File: src/rtl/icache_pkg.sv
// Shared types and geometry for the direct-mapped instruction cache.
// The cache is 8 lines of 128 bits; a 28-bit block address is the tag followed by the index.
package icache_pkg;

    localparam int TAG_W   = 25;
    localparam int INDEX_W = 3;
    localparam int LINES   = 8;
    localparam int LINE_W  = 128;
    localparam int BLOCK_W = TAG_W + INDEX_W;

    typedef enum logic [1:0] {
        S_IDLE,
        S_MEM_READ,
        S_UPDATE
    } state_t;

    // Pick 32-bit word 'sel' out of a line; word 0 is bytes 3..0.
    function automatic logic [31:0] select_word(input logic [LINE_W-1:0] line,
                                                input logic [1:0]        sel);
        return line[32*sel +: 32];
    endfunction

endpackage

File: src/rtl/icache_line_array.sv
// Data, tag and valid storage: asynchronous read, synchronous write,
// and valid bits cleared by the asynchronous reset (data and tags are never reset).
module icache_line_array
    import icache_pkg::*;
(
    input  logic               clk,
    input  logic               rst_n,
    input  logic [INDEX_W-1:0] rd_index,
    output logic [LINE_W-1:0]  rd_line,
    output logic [TAG_W-1:0]   rd_tag,
    output logic               rd_valid,
    input  logic               wr_en,
    input  logic [INDEX_W-1:0] wr_index,
    input  logic [TAG_W-1:0]   wr_tag,
    input  logic [LINE_W-1:0]  wr_line
);

    logic [LINE_W-1:0] data_mem [LINES];
    logic [TAG_W-1:0]  tag_mem  [LINES];
    logic [LINES-1:0]  valid_reg;

    always_ff @(posedge clk) begin
        if (wr_en) begin
            data_mem[wr_index] <= wr_line;
            tag_mem[wr_index]  <= wr_tag;
        end
    end

    always_ff @(posedge clk or negedge rst_n) begin
        if (!rst_n) begin
            valid_reg <= '0;
        end else if (wr_en) begin
            valid_reg[wr_index] <= 1'b1;
        end
    end

    assign rd_line  = data_mem[rd_index];
    assign rd_tag   = tag_mem[rd_index];
    assign rd_valid = valid_reg[rd_index];

endmodule

File: src/rtl/instruction_cache.sv
// Direct-mapped instruction cache with zero-latency hits and a three-state refill FSM.
// Define ICACHE_STATS_EN to add saturating HIT_COUNT / MISS_COUNT outputs.
module instruction_cache
    import icache_pkg::*;
(
    input  logic                CLK,
    input  logic                RESET_N,
    input  logic [31:0]         PC_ADDRESS,
    output logic [31:0]         INSTRUCTION,
    output logic                CPU_BUSYWAIT,
    output logic                MEM_READ,
    output logic [BLOCK_W-1:0]  MEM_ADDRESS,
    input  logic [LINE_W-1:0]   MEM_READDATA,
    input  logic                MEM_BUSYWAIT
`ifdef ICACHE_STATS_EN
    ,
    output logic [15:0]         HIT_COUNT,
    output logic [15:0]         MISS_COUNT
`endif
);

    state_t state_reg, state_next;
    logic [BLOCK_W-1:0] miss_reg;

    logic [TAG_W-1:0]   pc_tag;
    logic [INDEX_W-1:0] pc_index;
    logic [1:0]         pc_word;
    logic               pc_unused;

    logic [LINE_W-1:0]  rd_line;
    logic [TAG_W-1:0]   rd_tag;
    logic               rd_valid;
    logic               hit;

    logic               busy_next;
    logic               fill_en;
    logic               hit_idle;
    logic [31:0]        instr_next;
    logic               mem_read_next;
    logic [BLOCK_W-1:0] mem_addr_next;

    assign pc_tag    = PC_ADDRESS[31:7];
    assign pc_index  = PC_ADDRESS[6:4];
    assign pc_word   = PC_ADDRESS[3:2];
    assign pc_unused = &{1'b0, PC_ADDRESS[1:0]};

    icache_line_array u_lines (
        .clk      (CLK),
        .rst_n    (RESET_N),
        .rd_index (pc_index),
        .rd_line  (rd_line),
        .rd_tag   (rd_tag),
        .rd_valid (rd_valid),
        .wr_en    (fill_en),
        .wr_index (miss_reg[INDEX_W-1:0]),
        .wr_tag   (miss_reg[BLOCK_W-1:INDEX_W]),
        .wr_line  (MEM_READDATA)
    );

    assign hit = rd_valid && (rd_tag == pc_tag);

    always_comb begin
        state_next    = state_reg;
        busy_next     = 1'b0;
        fill_en       = 1'b0;
        hit_idle      = 1'b0;
        instr_next    = 32'h0;
        mem_read_next = 1'b0;
        mem_addr_next = '0;
        case (state_reg)
            S_IDLE: begin
                if (hit) begin
                    hit_idle   = 1'b1;
                    instr_next = select_word(rd_line, pc_word);
                end else begin
                    busy_next  = 1'b1;
                    state_next = S_MEM_READ;
                end
            end
            S_MEM_READ: begin
                busy_next     = 1'b1;
                mem_read_next = 1'b1;
                mem_addr_next = miss_reg;
                if (!MEM_BUSYWAIT) begin
                    state_next = S_UPDATE;
                end
            end
            S_UPDATE: begin
                busy_next  = 1'b1;
                fill_en    = 1'b1;
                state_next = S_IDLE;
            end
            default: begin
                state_next = S_IDLE;
            end
        endcase
    end

    // Valid bits are all clear during reset, so the IDLE miss path would otherwise stall the CPU.
    assign CPU_BUSYWAIT = busy_next && RESET_N;
    assign INSTRUCTION  = instr_next;
    assign MEM_READ     = mem_read_next;
    assign MEM_ADDRESS  = mem_addr_next;

    always_ff @(posedge CLK or negedge RESET_N) begin
        if (!RESET_N) begin
            state_reg <= S_IDLE;
            miss_reg  <= '0;
        end else begin
            state_reg <= state_next;
            if (state_reg == S_IDLE && !hit) begin
                miss_reg <= {pc_tag, pc_index};
            end
        end
    end

`ifdef ICACHE_STATS_EN
    logic [15:0] hit_count_reg;
    logic [15:0] miss_count_reg;

    always_ff @(posedge CLK or negedge RESET_N) begin
        if (!RESET_N) begin
            hit_count_reg  <= '0;
            miss_count_reg <= '0;
        end else begin
            if (hit_idle && hit_count_reg != 16'hFFFF) begin
                hit_count_reg <= hit_count_reg + 16'd1;
            end
            if (state_reg == S_IDLE && state_next == S_MEM_READ && miss_count_reg != 16'hFFFF) begin
                miss_count_reg <= miss_count_reg + 16'd1;
            end
        end
    end

    assign HIT_COUNT  = hit_count_reg;
    assign MISS_COUNT = miss_count_reg;
`endif

endmodule

File: config.mk
export PLATFORM = sky130hd
export DESIGN_NAME = instruction_cache
export DESIGN_NICKNAME = d
export VERILOG_FILES = /design/src/rtl/icache_pkg.sv /design/src/rtl/icache_line_array.sv /design/src/rtl/instruction_cache.sv
export SDC_FILE = /design/constraint.sdc
export NUM_CORES = 1
export LEC_CHECK = 0
export BUFFER_PORTS_ARGS = -buffer_cell sky130_fd_sc_hd__buf_2
export CORE_UTILIZATION = 42
export CTS_CLUSTER_DIAMETER = 120
export DETAILED_ROUTE_END_ITERATION = 6
export GPL_TIMING_DRIVEN = 1
export SYNTH_ARGS = -nofsm -noshare
export SYNTH_HDL_FRONTEND = slang
export SYNTH_SLANG_ARGS = --single-unit
File: constraint.sdc
create_clock -name CLK -period 27.3 [get_ports CLK]
set_input_delay 5.46 -clock CLK [delete_from_list [all_inputs] [get_ports CLK]]
set_output_delay 5.46 -clock CLK [all_outputs]
set_load 0.005 [all_outputs]
[Word level (Yosys, flattened, before mapping)]
Memories as Yosys holds them, arrays and structs flattened.
Index checks and enable logic that the tools add are counted.
Operators by class
  $lt $le $gt $ge: 3
  equality and inequality tests: 5
  shift operators: 1
  mux-type cells: 16
  bitwise gates (word level): 1
  reductions and logical operators: 8
Operators by type and width (count)
  128-bit by 8-bit variable part select with 32-bit output: 1
  32-bit two-way mux: 2
  28-bit two-way mux: 1
  25-bit == test: 1
  3-bit by 4-bit less-than comparator with 1-bit output (second input constant): 2
  8-bit bitwise OR: 1
  1-bit two-way mux: 7
  1-bit logical AND: 4
  2-bit two-way mux: 2
  2-bit != test (second input constant): 2
  2-bit case mux with 2 select lines: 1
  1-bit binary-select mux with 3-bit select: 1
  1-bit demux with 3-bit select: 1
  3-bit by 1-bit greater-or-equal comparator with 1-bit output (second input constant): 1
  2-bit by 1-bit == test with 1-bit output (second input constant): 1
  2-bit == test (second input constant): 1
  2-bit zero test: 1
  1-bit case mux with 2 select lines: 1
  2-bit AND reduction: 1
  2-bit OR reduction: 1
  1-bit zero test: 1
Storage, ports and cells
  flip-flop bits (word level): 38
  RAM bits: 1224
  input port bits: 163
  output and inout bits: 62
  memories kept: 2
Memory list
  u_lines.data_mem: depth 8, width 128, rd ports 1, clocked after memory_dff 0, wr ports 1, RTL line icache_line_array.sv:18  | logic [LINE_W-1:0] data_mem [LINES];
  u_lines.tag_mem: depth 8, width 25, rd ports 1, clocked after memory_dff 0, wr ports 1, RTL line icache_line_array.sv:19  | logic [TAG_W-1:0] tag_mem [LINES];

[Logic depth before layout (Yosys ltp)]
Gate-level depths: netlist (run 1).
  depth in word-level cells: 6
  gate-level depth with buffers: 12
  gate-level depth less buffers: 7

[Modules after synthesis]
From an unflattened synthesis (run 1), not the netlist that was laid out.
Second synthesis, totals
  cells, all modules: 2025
  area, all modules: 49044.5 um^2
Modules (own cells, without submodules)
  icache_line_array: instances 1, cells an instance 1803, area an instance 46259.4 um^2, seq. area each 36955.4 um^2
  instruction_cache: instances 1, cells an instance 222, area an instance 2785.2 um^2, seq. area each 750.7 um^2

[Worst setup path after synthesis (run 1)]
No wires, ideal clock.
  path type: input -> output
  start: input PC_ADDRESS[4]
  end: output INSTRUCTION[10]
  arrival: 7.923 ns
  required time: 21.840 ns
  path slack: 13.917 ns
  stages on the path: 9
  buffers on the path: 5
  path through: buf_4 buf_2 buf_2 buf_2 buf_2 mux4_2 mux4_2 mux2i_1 nor2_1
On the way
  longest elaborated chain between the ends: 5
RTL lines
  start: declaration: RTL line instruction_cache.sv:8  | input logic [31:0] PC_ADDRESS,
  branches (longest 3 deep; another with memory 8 x 128 bit)
  32-bit two-way mux (*): RTL line instruction_cache.sv:72  | if (hit) begin
  32-bit two-way mux (*): RTL line instruction_cache.sv:70  | case (state_reg)
  end: declaration: RTL line instruction_cache.sv:9  | output logic [31:0] INSTRUCTION,
Mark *: on every way between the ends. The select of a mux whose other input is x is not followed.

[Final worst setup path (run 1)]
  start: input PC_ADDRESS[6]
  end: output INSTRUCTION[0]
The elaborated chain is that of the path after synthesis.

==> flow_summary.yaml, run 1 <==
run_status:
  status: "finished, final reports clean"
layout:
  final_cells: 3919
  design_area_sq_um: 55600
  fin_util_pct: 48.7
  drive_above_1_share_pct: 35.8
  final_cell_mix: "edfxtp_1 (1224), mux4_2 (356), buf_2 (218)"
  final_common_cell: "edfxtp_1"
  layout.nets: 2461
  syn_to_final_growth_pct: 15.0
  nFillCells: 9099
  largest_reg_flops: 1024
timing:
  period_needed_ns: 15.55
  tightest_slew_ns: 1.15
  hold_ws_ns: 0.469
  setup_viol_count_final: 0
  skew_ns: 0.0243
  finalHoldViolations: 0
  finalCritPeriodShare_pct: 57.0
  drv_slew: 0
  slew_headroom_pct: 23.3
  setup_tns_ns: 0
  max_freq_mhz: 64.3
  grt_setup_unrepaired: "no"
clocking:
  cts_sinks: 1262
  h-tree-depth: 4
  clockBufferDepth: 3
  cts_buffers: 133
  cts_setup_buffers: 0
  hold_buffers: 0
  cts_resized: 0
  clkSlewWorstSetupHoldPaths_ns: 0.05
  cts_tree: "built"
  clkLatencyLatePin_ns: 0.73
  clockRootBuffer: "clkbuf_16"
placed_design:
  placedCellCount: 3671
  io_buffers: 222
  place_congestion: 0.761
  placed_cell_area_sq_um: 51400
  hpwl_mm: 58.4
critical_path:
  crit_fanout: 46
  rrSetupSlack_ns: 23.62
  ff2ff_path_depth: 6
  timing.rr.end: "u_lines.data_mem[4][50]"
  crit_required_ns: 21.84
  startpoint_type: "input port"
  cp-end-kind: "output pin"
  regToRegStartpoint: "state_reg[0]"
  critPathArrivalTime_ns: 10.09
  criticalPathCategory: "input port to output pin"
synth:
  syn_area_sq_um: 48400
  synth_compound_area_share_pct: 0.574
  ys_seq_elements: 1262
  yosys_warnings: 0
  synthMuxAreaShare_pct: 19.0
  syn_avg_cell_area_sq_um: 24.3
  synthSimpleGateAreaFrac_pct: 1.14
  synth-adder-area-share_pct: 0.103
  synth_edf_count: 1224
  ys_types: 46
  synth_top_family_by_area: "multiplexers"
  ys_seq_area_share_pct: 77.9
  synth_ff_type: "edfxtp_1"
  synth_xor_area_share_pct: 0.272
  synthCells: 1994
  synthArstFlopShare_pct: 3.01
  synth_fp_nets: 2161
power:
  vdd.ir_drop.worst_uv: 53.7
  p_leak_nw: 18.0
  power.density_nw_per_um2: 82.6
route:
  ant_nets: 0
  dr.pass1.iters: 5
  vias: 21700
  wirelength_mm: 107
  viasPerCell: 5.54
  drt_first_iter_violations: 1761
  wl_per_cell_microns: 27.2
  route.detailed.drc: 0
worst_hold_path:
  hp-class: "register to register"
  holdPathEnd: "u_lines.valid_reg[7]"
  hold_depth: 1
  hp-start: "u_lines.valid_reg[7]"
global_route:
  met3_usage_pct: 3.66
  grt_usage_pct: 18.7
  grt_util_met1_pct: 25.9
  use_met2_pct: 29.9
  top_usage_layer: "met2"
  grt_pass1_wl_mm: 158
  grt_start_max_net_pins: 104
  antenna_found_initial: 48
  grt_overflow: 0
  grt_pass1_vias: 23400
floorplan:
  io_pins: 225
  rows: 124
  core_area_sq_um: 114000
  dieArea_sq_um: 117000
  die_w_microns: 341
  initial_core_util_pct: 42.3
  fp.dieH_microns: 341
run:
  cap_violations: 0
==> how the worst max path moves through the flow <==
stage,startpoint,end,slack (ns)
2_1_floorplan,PC_ADDRESS[4],INSTRUCTION[10],13.92
3_3_place_gp,PC_ADDRESS[6],INSTRUCTION[0],11.61
3_5_place_dp,PC_ADDRESS[6],INSTRUCTION[17],11.60
4_1_cts,PC_ADDRESS[6],INSTRUCTION[17],11.59
5_1_grt,PC_ADDRESS[6],INSTRUCTION[0],11.42
6_report,PC_ADDRESS[6],INSTRUCTION[0],11.75
==> metrics by stage <==
step           power [W]  worst slack [ns]
2_1_floorplan    0.00273             13.92
3_3_place_gp     0.00287             11.61
3_5_place_dp     0.00290             11.60
4_1_cts          0.00465             11.59
5_1_grt          0.00476             11.42
6_report         0.00460             11.75
==> layout make-up <==
cell class / count / area [sq um] / share of cell area, %
inverter: 7 / 26.3 / 0.0472
tap: 1512 / 1890 / 3.40
sequential: 1262 / 37700 / 67.8
clock buffer: 172 / 3570 / 6.41
antenna: 7 / 17.5 / 0.0315
multi-input combinational: 626 / 10300 / 18.5
clock inverter: 69 / 679 / 1.22
timing repair buffer: 264 / 1480 / 2.66
==> cell usage after synthesis, drive strengths merged, types with 2 or more instances <==
master	instances	area (sq um)
mux4	356	8020
and2	29	181
a22oi	5	42.5
nor2b	3	18.8
edfxtp	1224	36800
ha	4	50.1
nor2	41	154
o21a	2	15.0
dfrtp	38	951
nand2	5	18.8
o22ai	3	18.8
or2	8	50.1
nand2b	4	25.0
a21oi	2	10.0
mux2i	75	751
nor3	6	30.0
o21ai	3	15.0
clkbuf	46	173
a22o	8	70.1
xor2	10	87.6
mux2	35	428
buf	53	272
inv	7	26.3
a31oi	2	12.5
o2bb2a	2	20.0
and4	2	17.5
xnor2	5	43.8
nand4	3	18.8
nor4	2	18.8
==> metal layers <==
layer  up-vias  routed length (microns)
met2       604                    51900
met4        32                     2630
li1       9167                        -
met3       194                     6140
met5         -                      200
met1     11700                    45700
==> kinds of logic (layout without fill, tap and decap cells) <==
group / after synthesis / count (layout)
fa+ha+maj: 4 / 4
compound gates: 35 / 35
buf+inv: 106 / 512
mux: 466 / 466
simple gates: 106 / 106
other cells: 0 / 7
xor+xnor: 15 / 15
flops: 1262 / 1262
==> critical path: stages <==
cell	delay [ns]
buf_6	0.51
buf_4	0.87
buf_4	0.75
mux4_2	0.40
mux2i_1	0.27
xnor2_1	0.12
nor3_1	0.19
and4_1	0.33
nand4_1	0.12
buf_4	0.37
nor2_1	0.42
buf_2	0.19
==> power by group <==
part           internal [W]  total (W)  leakage, nW  switching, W
sequential          0.00233    0.00241         11.5     0.0000801
clock               0.00103    0.00175         2.07      0.000719
combinational      0.000187   0.000437         4.50      0.000250
total               0.00355    0.00460         18.0       0.00105
(Power assumes the default switching activity.)
==> run 2: changes to the inputs <==
--- a/config.mk
+++ b/config.mk
@@ -5,6 +5,7 @@
 export SDC_FILE = /design/constraint.sdc
 export NUM_CORES = 1
 export LEC_CHECK = 0
+export ABC_AREA = 1
 export BUFFER_PORTS_ARGS = -buffer_cell sky130_fd_sc_hd__buf_2
 export CORE_UTILIZATION = 42
 export CTS_CLUSTER_DIAMETER = 120
==> constraint.sdc (replaced) <==
create_clock -name CLK -period 16 [get_ports CLK]
set_input_delay 3.2 -clock CLK [delete_from_list [all_inputs] [get_ports CLK]]
set_output_delay 3.2 -clock CLK [all_outputs]
set_load 0.005 [all_outputs]
==> run 2 against run 1 <==
Final area up 4.6%. Non-clock buffer count grew 7. Via count grew 51%. Sequential power is 73% higher. Global-route usage up 3.4 points. Wire length up 29%. Clock power increased by 77%. Sequential share of layout area shrank 3.0 points. Clock-buffer cell count grew 6. Combinational power grew 92%. Synthesized cell count increased by 110%. Sequential cell count stayed put. Critical endpoint unchanged. Largest power group unchanged.
==> flow_summary.yaml, run 2 <==
clocking:
  cts_sinks: 1262
  clockBufferDepth: 3
  cts_resized: 0
  clockRootBuffer: "clkbuf_16"
  cts_tree: "built"
  clkLatencyLatePin_ns: 0.75
  cts_setup_buffers: 0
  cts_buffers: 137
  clkSlewWorstSetupHoldPaths_ns: 0.05
  h-tree-depth: 4
  hold_buffers: 0
layout:
  final_common_cell: "nand2_1"
  nFillCells: 10600
  drive_above_1_share_pct: 11.3
  syn_to_final_growth_pct: 13.2
  final_cell_mix: "nand2_1 (1310), edfxtp_1 (1224), a21oi_1 (424)"
  largest_reg_flops: 1024
  design_area_sq_um: 58200
  layout.nets: 4518
critical_path:
  crit_fanout: 152
  startpoint_type: "input port"
  criticalPathCategory: "input port to output pin"
  ff2ff_path_depth: 7
  cp-end-kind: "output pin"
  critPathArrivalTime_ns: 7.49
  crit_required_ns: 12.80
synth:
  synthTopCellsByArea: "edfxtp_1 (72%), nand2_1 (9.6%), a21oi_1 (4.1%)"
  synth_most_common_cell: "nand2_1"
  synth_edf_count: 1224
  ys_types: 31
  synthMuxAreaShare_pct: 0
  syn_area_sq_um: 51400
  synthTopCellsByCount: "nand2_1 (1311), edfxtp_1 (1224), a21oi_1 (424)"
  synthArstFlopShare_pct: 3.01
  synth-adder-area-share_pct: 0.0974
  synth_compound_area_share_pct: 8.58
  ys_seq_area_share_pct: 73.4
  ys_seq_elements: 1262
  yosysTopAreaCellShare_pct: 71.5
  synth_fp_nets: 4379
  synthCells: 4212
  synth_top_cell_by_area: "edfxtp_1"
  synth_xor_area_share_pct: 0
  synth_top_family_by_area: "simple AND/OR/NAND/NOR gates"
  yosys_warnings: 0
  synth_ff_type: "edfxtp_1"
  synthSimpleGateAreaFrac_pct: 14.0
  syn_avg_cell_area_sq_um: 12.2
placed_design:
  hpwl_mm: 69.5
  io_buffers: 222
  place_congestion: 0.785
  placed_cell_area_sq_um: 53800
route:
  viasPerCell: 5.38
  wirelength_mm: 137
  ant_nets: 0
  vias: 32700
  wl_per_cell_microns: 22.6
  route.detailed.drc: 0
  dr.pass1.iters: 6
  drt_first_iter_violations: 3021
global_route:
  top_usage_layer: "met2"
  grt_overflow: 0
  use_met2_pct: 36.2
  met3_usage_pct: 4.16
  grt_util_met1_pct: 29.8
  grt_pass1_wl_mm: 202
  grt_pass1_vias: 31100
  grt_usage_pct: 22.1
  grt_start_max_net_pins: 173
  antenna_found_initial: 45
power:
  vdd.ir_drop.worst_uv: 98.1
  power_switching_share_pct: 25.5
  power.density_nw_per_um2: 139
  p_int_w: 0.00604
  p_leak_nw: 21.4
  power.switching_w: 0.00206
  pwr-share-seq_pct: 51.4
  p_clk_share_pct: 38.3
  p_comb_share_pct: 10.4
timing:
  tightest_slew_ns: 1.39
  grt_setup_unrepaired: "no"
  hold_ws_ns: 0.465
  slew_headroom_pct: 6.30
  max_freq_mhz: 93.5
  drv_slew: 0
  finalHoldViolations: 0
  finalCritPeriodShare_pct: 66.8
  setup_tns_ns: 0
  setup_viol_count_final: 0
  skew_ns: 0.0233
  period_needed_ns: 10.69
floorplan:
  rows: 127
  io_pins: 225
  die_w_microns: 352
  core_area_sq_um: 121000
  dieArea_sq_um: 124000
  fp.dieH_microns: 352
  initial_core_util_pct: 42.6
run:
  cap_violations: 0
worst_hold_path:
  hold_depth: 1
  hp-class: "register to register"
run_status:
  status: "finished, final reports clean"
run 2: cell types whose count changed in the layout (fill, tap and decap cells not counted), sizes merged, moves of 75 or more:
cell / change
nand3: +290
mux2i: -75
inv: +169
o311ai: +94
nand2: +1306
mux4: -356
nor2: +94
a21oi: +422
run 2: final timing paths:
| kind | start | endpoint | slack [ns] |
|---|---|---|---|
| hold / removal | u_lines.valid_reg[3] | u_lines.valid_reg[3] | 0.46 |
| max in group asynchronous | RESET_N | u_lines.valid_reg[0] | 13.00 |
| setup reg to reg | state_reg[0] | u_lines.data_mem[2][68] | 11.94 |
| setup / recovery | PC_ADDRESS[4] | INSTRUCTION[0] | 5.31 |
| hold reg to reg | u_lines.valid_reg[3] | u_lines.valid_reg[3] | 0.46 |
| min in group asynchronous | RESET_N | miss_reg[21] | 2.54 |
run 2: cell families after synthesis:
logic type,after synthesis
AOI/OAI and AO/OA,713
adders and majority gates,4
buffers and inverters,447
DFF,1262
and+or+nand+nor,1786
run 2: through the flow:
| step | worst slack [ns] | utilization, % | instances | total power (W) |
|---|---|---|---|---|
| floorplan | 7.96 | - | 4212 | 0.00475 |
| global placement | 5.36 | 44.6 | 5824 | 0.00506 |
| detailed placement | 5.36 | 44.6 | 5824 | 0.00508 |
| CTS | 5.34 | 48.2 | 6075 | 0.00816 |
| global route | 5.12 | 48.2 | 6078 | 0.00839 |
| finish | 5.31 | 48.3 | 6081 | 0.00810 |
run 2: metal layers:
| metal | up-vias | wire, microns |
|---|---|---|
| met3 | 241 | 8800 |
| met1 | 16100 | 59100 |
| met2 | 1079 | 66100 |
| met4 | 34 | 3260 |
| met5 | - | 197 |
| li1 | 15300 | - |
run 2: power groups by stage:
stage          clock network [W]  logic, W  registers, W
6_report                 0.00310  0.000840       0.00416
5_1_grt                  0.00327  0.000928       0.00419
4_1_cts                  0.00315  0.000852       0.00416
3_5_place_dp                   0  0.000850       0.00423
3_3_place_gp                   0  0.000838       0.00422
2_1_floorplan                  0  0.000501       0.00424
run 2: area by class of cell:
class	instances	area, sq um	area share, %
repair buffers	271	1670	2.87
diodes	6	15.0	0.0258
multi-input cells	2503	11700	20.1
clock inverters	73	736	1.26
clock buffers	178	3650	6.28
well taps	1612	2020	3.47
flip-flops and latches	1262	37700	64.8
inverters	176	678	1.17
run 2: worst max-delay path, stage by stage:
cell and delay [ns]:
buf_8 0.39, buf_12 0.51, buf_4 0.70, buf_4 0.60, nand2_1 0.11, nand2_1 0.08, a21oi_1 0.04, o311ai_0 0.76
a21oi_1 0.12, or2_2 0.37, nor2_1 0.11, buf_2 0.15
